$ cat src/rtl/parallel_to_serial.sv
// parallel_to_serial
//   Transmit-side serialiser for the EEG link. Each WIDTH-bit word accepted on
//   the input handshake is shifted out on sEEG, one bit per CLK_DIV clk
//   cycles. sclk is generated alongside so that its rising edge falls in the
//   middle of every bit. A one-word holding register accepts the next word
//   while the current one is being shifted.
//
//   After every frame there is a GAP of CLK_DIV cycles with frame low, so the
//   receiver can tell where one word ends and the next begins.
//
// Handshake (valid/ready):
//   A word transfers on a rising clk edge where in_valid && in_ready are both
//   high. The source must hold data_in and in_valid stable until that edge.
//   in_ready depends only on rst and the hold register, never on in_valid.
//
// Ports:
//   clk       system clock, all logic on the rising edge
//   rst       synchronous reset, active-high
//   data_in   word to transmit (WIDTH bits)
//   in_valid  data_in is valid
//   in_ready  a word can be accepted this cycle (combinational)
//   sEEG      serial data out (registered)
//   sclk      bit clock, rising edge at mid-bit (registered)
//   frame     high while a word's bits are on sEEG (registered)
//   done      one-cycle pulse on the last cycle of a frame (registered)
module parallel_to_serial #(
  parameter int WIDTH     = 4,
  parameter int CLK_DIV   = 4,
  parameter int MSB_FIRST = 0
) (
  input  logic             clk,
  input  logic             rst,
  input  logic [WIDTH-1:0] data_in,
  input  logic             in_valid,
  output logic             in_ready,
  output logic             sEEG,
  output logic             sclk,
  output logic             frame,
  output logic             done
);

  localparam int BW = $clog2(WIDTH);
  localparam int DW = $clog2(CLK_DIV);

  localparam logic [BW-1:0] BIT_LAST = BW'(WIDTH - 1);
  localparam logic [DW-1:0] DIV_LAST = DW'(CLK_DIV - 1);
  // sclk goes high once the divider reaches floor(CLK_DIV/2); for odd
  // CLK_DIV the high phase is therefore the longer one.
  localparam logic [DW-1:0] SCLK_HI  = DW'(CLK_DIV / 2);

  typedef enum logic [1:0] {
    S_IDLE  = 2'd0,
    S_SHIFT = 2'd1,
    S_GAP   = 2'd2
  } state_t;

  state_t            state_q, state_d;
  logic [WIDTH-1:0]  shift_q, shift_d;
  logic [WIDTH-1:0]  hold_q, hold_d;
  logic              hold_full_q, hold_full_d;
  logic [BW-1:0]     bit_q, bit_d;
  logic [DW-1:0]     div_q, div_d;
  logic              seeg_q, seeg_d;
  logic              sclk_q, sclk_d;
  logic              frame_q, frame_d;
  logic              done_q, done_d;

  logic              accept;
  logic              cur_bit_d;

  assign in_ready = !rst && !hold_full_q;
  assign accept   = in_valid && in_ready;

  always_comb begin
    state_d     = state_q;
    shift_d     = shift_q;
    hold_d      = hold_q;
    hold_full_d = hold_full_q;
    bit_d       = bit_q;
    div_d       = div_q;

    case (state_q)
      S_IDLE: begin
        bit_d = '0;
        div_d = '0;
        if (hold_full_q) begin
          // Only reachable when a word was taken on the final GAP edge.
          shift_d     = hold_q;
          hold_full_d = 1'b0;
          state_d     = S_SHIFT;
        end else if (accept) begin
          shift_d = data_in;
          state_d = S_SHIFT;
        end
      end

      S_SHIFT: begin
        if (accept) begin
          hold_d      = data_in;
          hold_full_d = 1'b1;
        end
        if (div_q == DIV_LAST) begin
          div_d = '0;
          if (bit_q == BIT_LAST) begin
            bit_d   = '0;
            state_d = S_GAP;
          end else begin
            bit_d = bit_q + 1'b1;
            // The bit on the line always sits at the output end of shift_q.
            if (MSB_FIRST != 0) shift_d = shift_q << 1;
            else                shift_d = shift_q >> 1;
          end
        end else begin
          div_d = div_q + 1'b1;
        end
      end

      S_GAP: begin
        // accept and drain are exclusive: accept needs hold_full_q == 0.
        if (accept) begin
          hold_d      = data_in;
          hold_full_d = 1'b1;
        end
        if (div_q == DIV_LAST) begin
          div_d = '0;
          if (hold_full_q) begin
            shift_d     = hold_q;
            hold_full_d = 1'b0;
            state_d     = S_SHIFT;
          end else begin
            state_d = S_IDLE;
          end
        end else begin
          div_d = div_q + 1'b1;
        end
      end

      default: begin
        state_d = S_IDLE;
        bit_d   = '0;
        div_d   = '0;
      end
    endcase

    // Outputs are computed from the next state so that the registered
    // outputs line up with the state they describe.
    cur_bit_d = (MSB_FIRST != 0) ? shift_d[WIDTH-1] : shift_d[0];
    frame_d   = (state_d == S_SHIFT);
    seeg_d    = frame_d && cur_bit_d;
    sclk_d    = frame_d && (div_d >= SCLK_HI);
    done_d    = frame_d && (bit_d == BIT_LAST) && (div_d == DIV_LAST);
  end

  always_ff @(posedge clk) begin
    if (rst) begin
      state_q     <= S_IDLE;
      shift_q     <= '0;
      hold_q      <= '0;
      hold_full_q <= 1'b0;
      bit_q       <= '0;
      div_q       <= '0;
      seeg_q      <= 1'b0;
      sclk_q      <= 1'b0;
      frame_q     <= 1'b0;
      done_q      <= 1'b0;
    end else begin
      state_q     <= state_d;
      shift_q     <= shift_d;
      hold_q      <= hold_d;
      hold_full_q <= hold_full_d;
      bit_q       <= bit_d;
      div_q       <= div_d;
      seeg_q      <= seeg_d;
      sclk_q      <= sclk_d;
      frame_q     <= frame_d;
      done_q      <= done_d;
    end
  end

  assign sEEG  = seeg_q;
  assign sclk  = sclk_q;
  assign frame = frame_q;
  assign done  = done_q;

endmodule

$ cat config.mk
export PLATFORM = sky130hd
export DESIGN_NAME = parallel_to_serial
export DESIGN_NICKNAME = d
export VERILOG_FILES = /design/src/rtl/parallel_to_serial.sv
export SDC_FILE = /design/constraint.sdc
export NUM_CORES = 1
export LEC_CHECK = 0
export ABC_AREA = 1
export CELL_PAD_IN_SITES_DETAIL_PLACEMENT = 0
export CELL_PAD_IN_SITES_GLOBAL_PLACEMENT = 2
export CORE_UTILIZATION = 31
export CTS_CLUSTER_DIAMETER = 120
export DETAILED_ROUTE_END_ITERATION = 7
export PLACE_DENSITY_LB_ADDON = 0.1
export SYNTH_ARGS = -nofsm -noshare
export SYNTH_HDL_FRONTEND = slang
export SYNTH_SLANG_ARGS = --single-unit
$ cat constraint.sdc
create_clock -name clk -period 1.8 [get_ports clk]
set_input_delay 0.36 -clock clk [delete_from_list [all_inputs] [get_ports clk]]
set_output_delay 0.36 -clock clk [all_outputs]
set_load 0.01 [all_outputs]
==> metrics.cfg <==
[floorplanning]
die_w_um = 63.04
coreArea_um2 = 3442
dieArea_um2 = 3973
num_rows = 21
initial_utilization = 0.3355
ios = 12
chipHeight_um = 63.04

[worst_hold_path]
hp-class = flip-flop to flip-flop
whs_path_depth = 2
hold_end = hold_q[3]
worstHoldStart = hold_q[3]

[synth]
synth.area.top_cells = dfxtp_1 (33%), nand2_1 (16%), ha_1 (8.7%)
ys_types = 22
syn_inst = 167
ys_seq_area_frac = 0.3294
synth_nets = 182
ys_ff_latch = 19
post-synth-top-area-fraction = 0.3294
yosysWarnings = 0
synth_area_um2 = 1155
yosysTopAreaCell = dfxtp_1
synth.avg_cell_area_um2 = 6.915

[setup_path]
reg2reg_slack_ns = 0.21
critPathTopFamily = buffers and inverters
reg2reg_from = state_q[0]
cp-start-kind = primary input
crit_arrival_ns = 1.28
crit_buf_inv = 2
reg2regPathDepth = 5
critical_path_cell_count = 3
worstSetupPathType = primary input to output pin
crit_chain = dlygate4sd2_1 > nor2_8 > clkdlybuf4s50_1
cp_max_fo = 2
worstReg2RegEnd = done
max_stage_delay_ns = 0.53
crit_slowest_cell = clkdlybuf4s50_1
required_ns = 1.44
endpoint_kind = output pin

[clock_network]
cts_buffer_depth = 2
clk_pin_slew_worst_paths_ns = 0.07
postCtsHoldBufs = 0
cts_tree = done
clock_sinks = 19
cts_buffers = 3
clock_latency_ns = 0.25
h-tree-depth = 1
root_buffer = clkbuf_8

[routing]
drc = 0
vias = 1050
drt_wl_total_um = 2577
firstDrtPassIters = 4
viasPerCell = 4.605
ant_nets = 0
drt_iter0_drc = 49
wire_per_inst_um = 11.30

[global_route]
grt_pass1_wl_um = 4381
grt_overflow = 0
grt.total_usage = 0.1396
grt_pass1_vias = 1007
grt_max_degree = 13
antenna_found_initial = 0

[power]
ir_worst_vdd_uv = 392.8
p_seq_frac = 0.501
leakage_uw = 0.0006078
cell_internal_pwr_uw = 643.8
p_sw_uw = 238.3
p_sw_frac = 0.2701
p_total_uw = 882.0
combPwrFrac = 0.159
pwr_density_cell_nw_per_um2 = 640.9
pwr-share-clk = 0.340

[sta]
period_share = 0.9132
final-max-slew-violation-count = 0
tightest_slew_ns = 0.3356
clock.fmax_mhz = 608.4
worst_slack_ns = 0.1563
relSlewSlack = 0.7762
hold_ws_ns = 0.4679
period_needed_ns = 1.644
finalHoldViolations = 0
skew_ns = 0.003712
grt_setup_unrepaired = false
finalSetupViolCount = 0

[placement]
pre_cts_slack_ns = -0.1097
dp_hpwl_um = 2013
port-buffer-count = 11
place_congestion = 0.8012

[status]
status = completed

[finish]
fin_nets = 198
layout-drive-gt1-share = 0.1429
fillerInstances = 385
area_delta_synth_final_pct = 19.18
n_antenna_cell = 0

[job]
cap_violations = 0

==> flip-flops by register name (all words and copies together), names as in the netlist <==
register	cells
bit_q	2
div_q	2
done	1
frame	1
hold_full_q	1
hold_q	4
sEEG	1
sclk	1
shift_q	4
state_q	2
==> cell usage in the layout, fill, tap and decap left out <==
cell type,Yosys,final
ha_2,0,1
a21boi_0,1,1
nand3_2,2,3
o21ai_1,1,1
clkdlybuf4s50_1,0,10
nor2_8,1,1
a21oi_2,3,3
buf_4,2,5
inv_1,19,19
o21ai_0,8,8
dfxtp_1,19,19
clkbuf_8,0,3
nor2_1,15,15
a21oi_1,13,13
nand2_4,1,1
and2_1,1,1
nand3_1,11,10
dlygate4sd2_1,0,1
clkinv_2,0,1
inv_2,4,4
nor2_4,3,3
o21ai_2,1,1
nand2_1,49,49
nand4_1,2,2
ha_1,8,7
==> worst max path at each step <==
stage,start,end,slack (ns)
floorplan,state_q[0],hold_q[0],0.46
finish,rst,in_ready,0.16
detailed placement,rst,sclk,-0.11
global placement,rst,in_ready,-0.08
CTS,state_q[0],hold_q[2],0.14
global route,state_q[0],done,0.04
==> through the flow <==
step | util | TNS (ns) | instances | instance area [µm²]
2_1_floorplan | - | 0 | 167 | 1155
3_3_place_gp | 0.3846 | -0.4007 | 224 | 1324
3_5_place_dp | 0.3846 | -0.6292 | 224 | 1324
4_1_cts | 0.3977 | 0 | 228 | 1369
5_1_grt | 0.3999 | 0 | 228 | 1376
6_report | 0.3999 | 0 | 228 | 1376
==> synthesized netlist by cell type <==
library cell,n
nand2_1,49
dfxtp_1,19
inv_1,19
nor2_1,15
a21oi_1,13
nand3_1,11
ha_1,8
o21ai_0,8
inv_2,4
a21oi_2,3
nor2_4,3
buf_2,2
buf_4,2
nand3_2,2
nand4_1,2
a21boi_0,1
and2_1,1
buf_6,1
nand2_4,1
nor2_8,1
o21ai_1,1
o21ai_2,1
==> worst register-to-register path: cells and delay by family, from the launching register on <==
family,cells,cell delay [ns]
adders and majority gates,1,0.46
DFF,1,0.43
AOI/OAI and AO/OA,1,0.28
and+or+nand+nor,2,0.24
buffers and inverters,1,0.11
==> power by group through the flow <==
stage | Sequential (µW) | Clock, µW | Combinational [µW]
2_1_floorplan | 451 | 0 | 88.3
3_3_place_gp | 451 | 0 | 138
3_5_place_dp | 452 | 0 | 139
4_1_cts | 442 | 317 | 139
5_1_grt | 444 | 344 | 156
6_report | 442 | 300 | 140
==> cell families after synthesis <==
group / count (synthesis) / share of synthesized area
simple gates: 85 / 0.3456
buf+inv: 28 / 0.1062
compound gates: 27 / 0.1322
flops: 19 / 0.3294
fa+ha+maj: 8 / 0.08668
==> per-layer routing <==
| layer | vias up | part of all wire | routed length [µm] | GRT usage |
|---|---|---|---|---|
| met3 | 6 | 0.023 | 58 | 0.03467 |
| met4 | 0 | 0.017 | 44 | 0.04070 |
| li1 | 551 | - | - | - |
| met5 | - | 0 | 0 | 0 |
| met2 | 15 | 0.44 | 1133 | 0.2191 |
| met1 | 478 | 0.52 | 1341 | 0.1863 |
==> cell type report <==
type / instances / area, µm² / share of cell area
clock inverter: 1 / 5.005 / 0.003636
tap: 46 / 57.56 / 0.04182
clock buffer: 3 / 41.29 / 0.03000
inverter: 23 / 86.33 / 0.06273
timing repair buffer: 16 / 146.4 / 0.1064
sequential: 19 / 380.4 / 0.2764
multi-input combinational: 120 / 659.4 / 0.4791
==> repair_timing <==
action                     in CTS  in global routing
setup buffers                   0                  0
pin swaps                       0                  0
gates resized for setup         1                  2
setup endpoints to repair       1                  5
No activity file was read; power rests on OpenSTA's default activity.
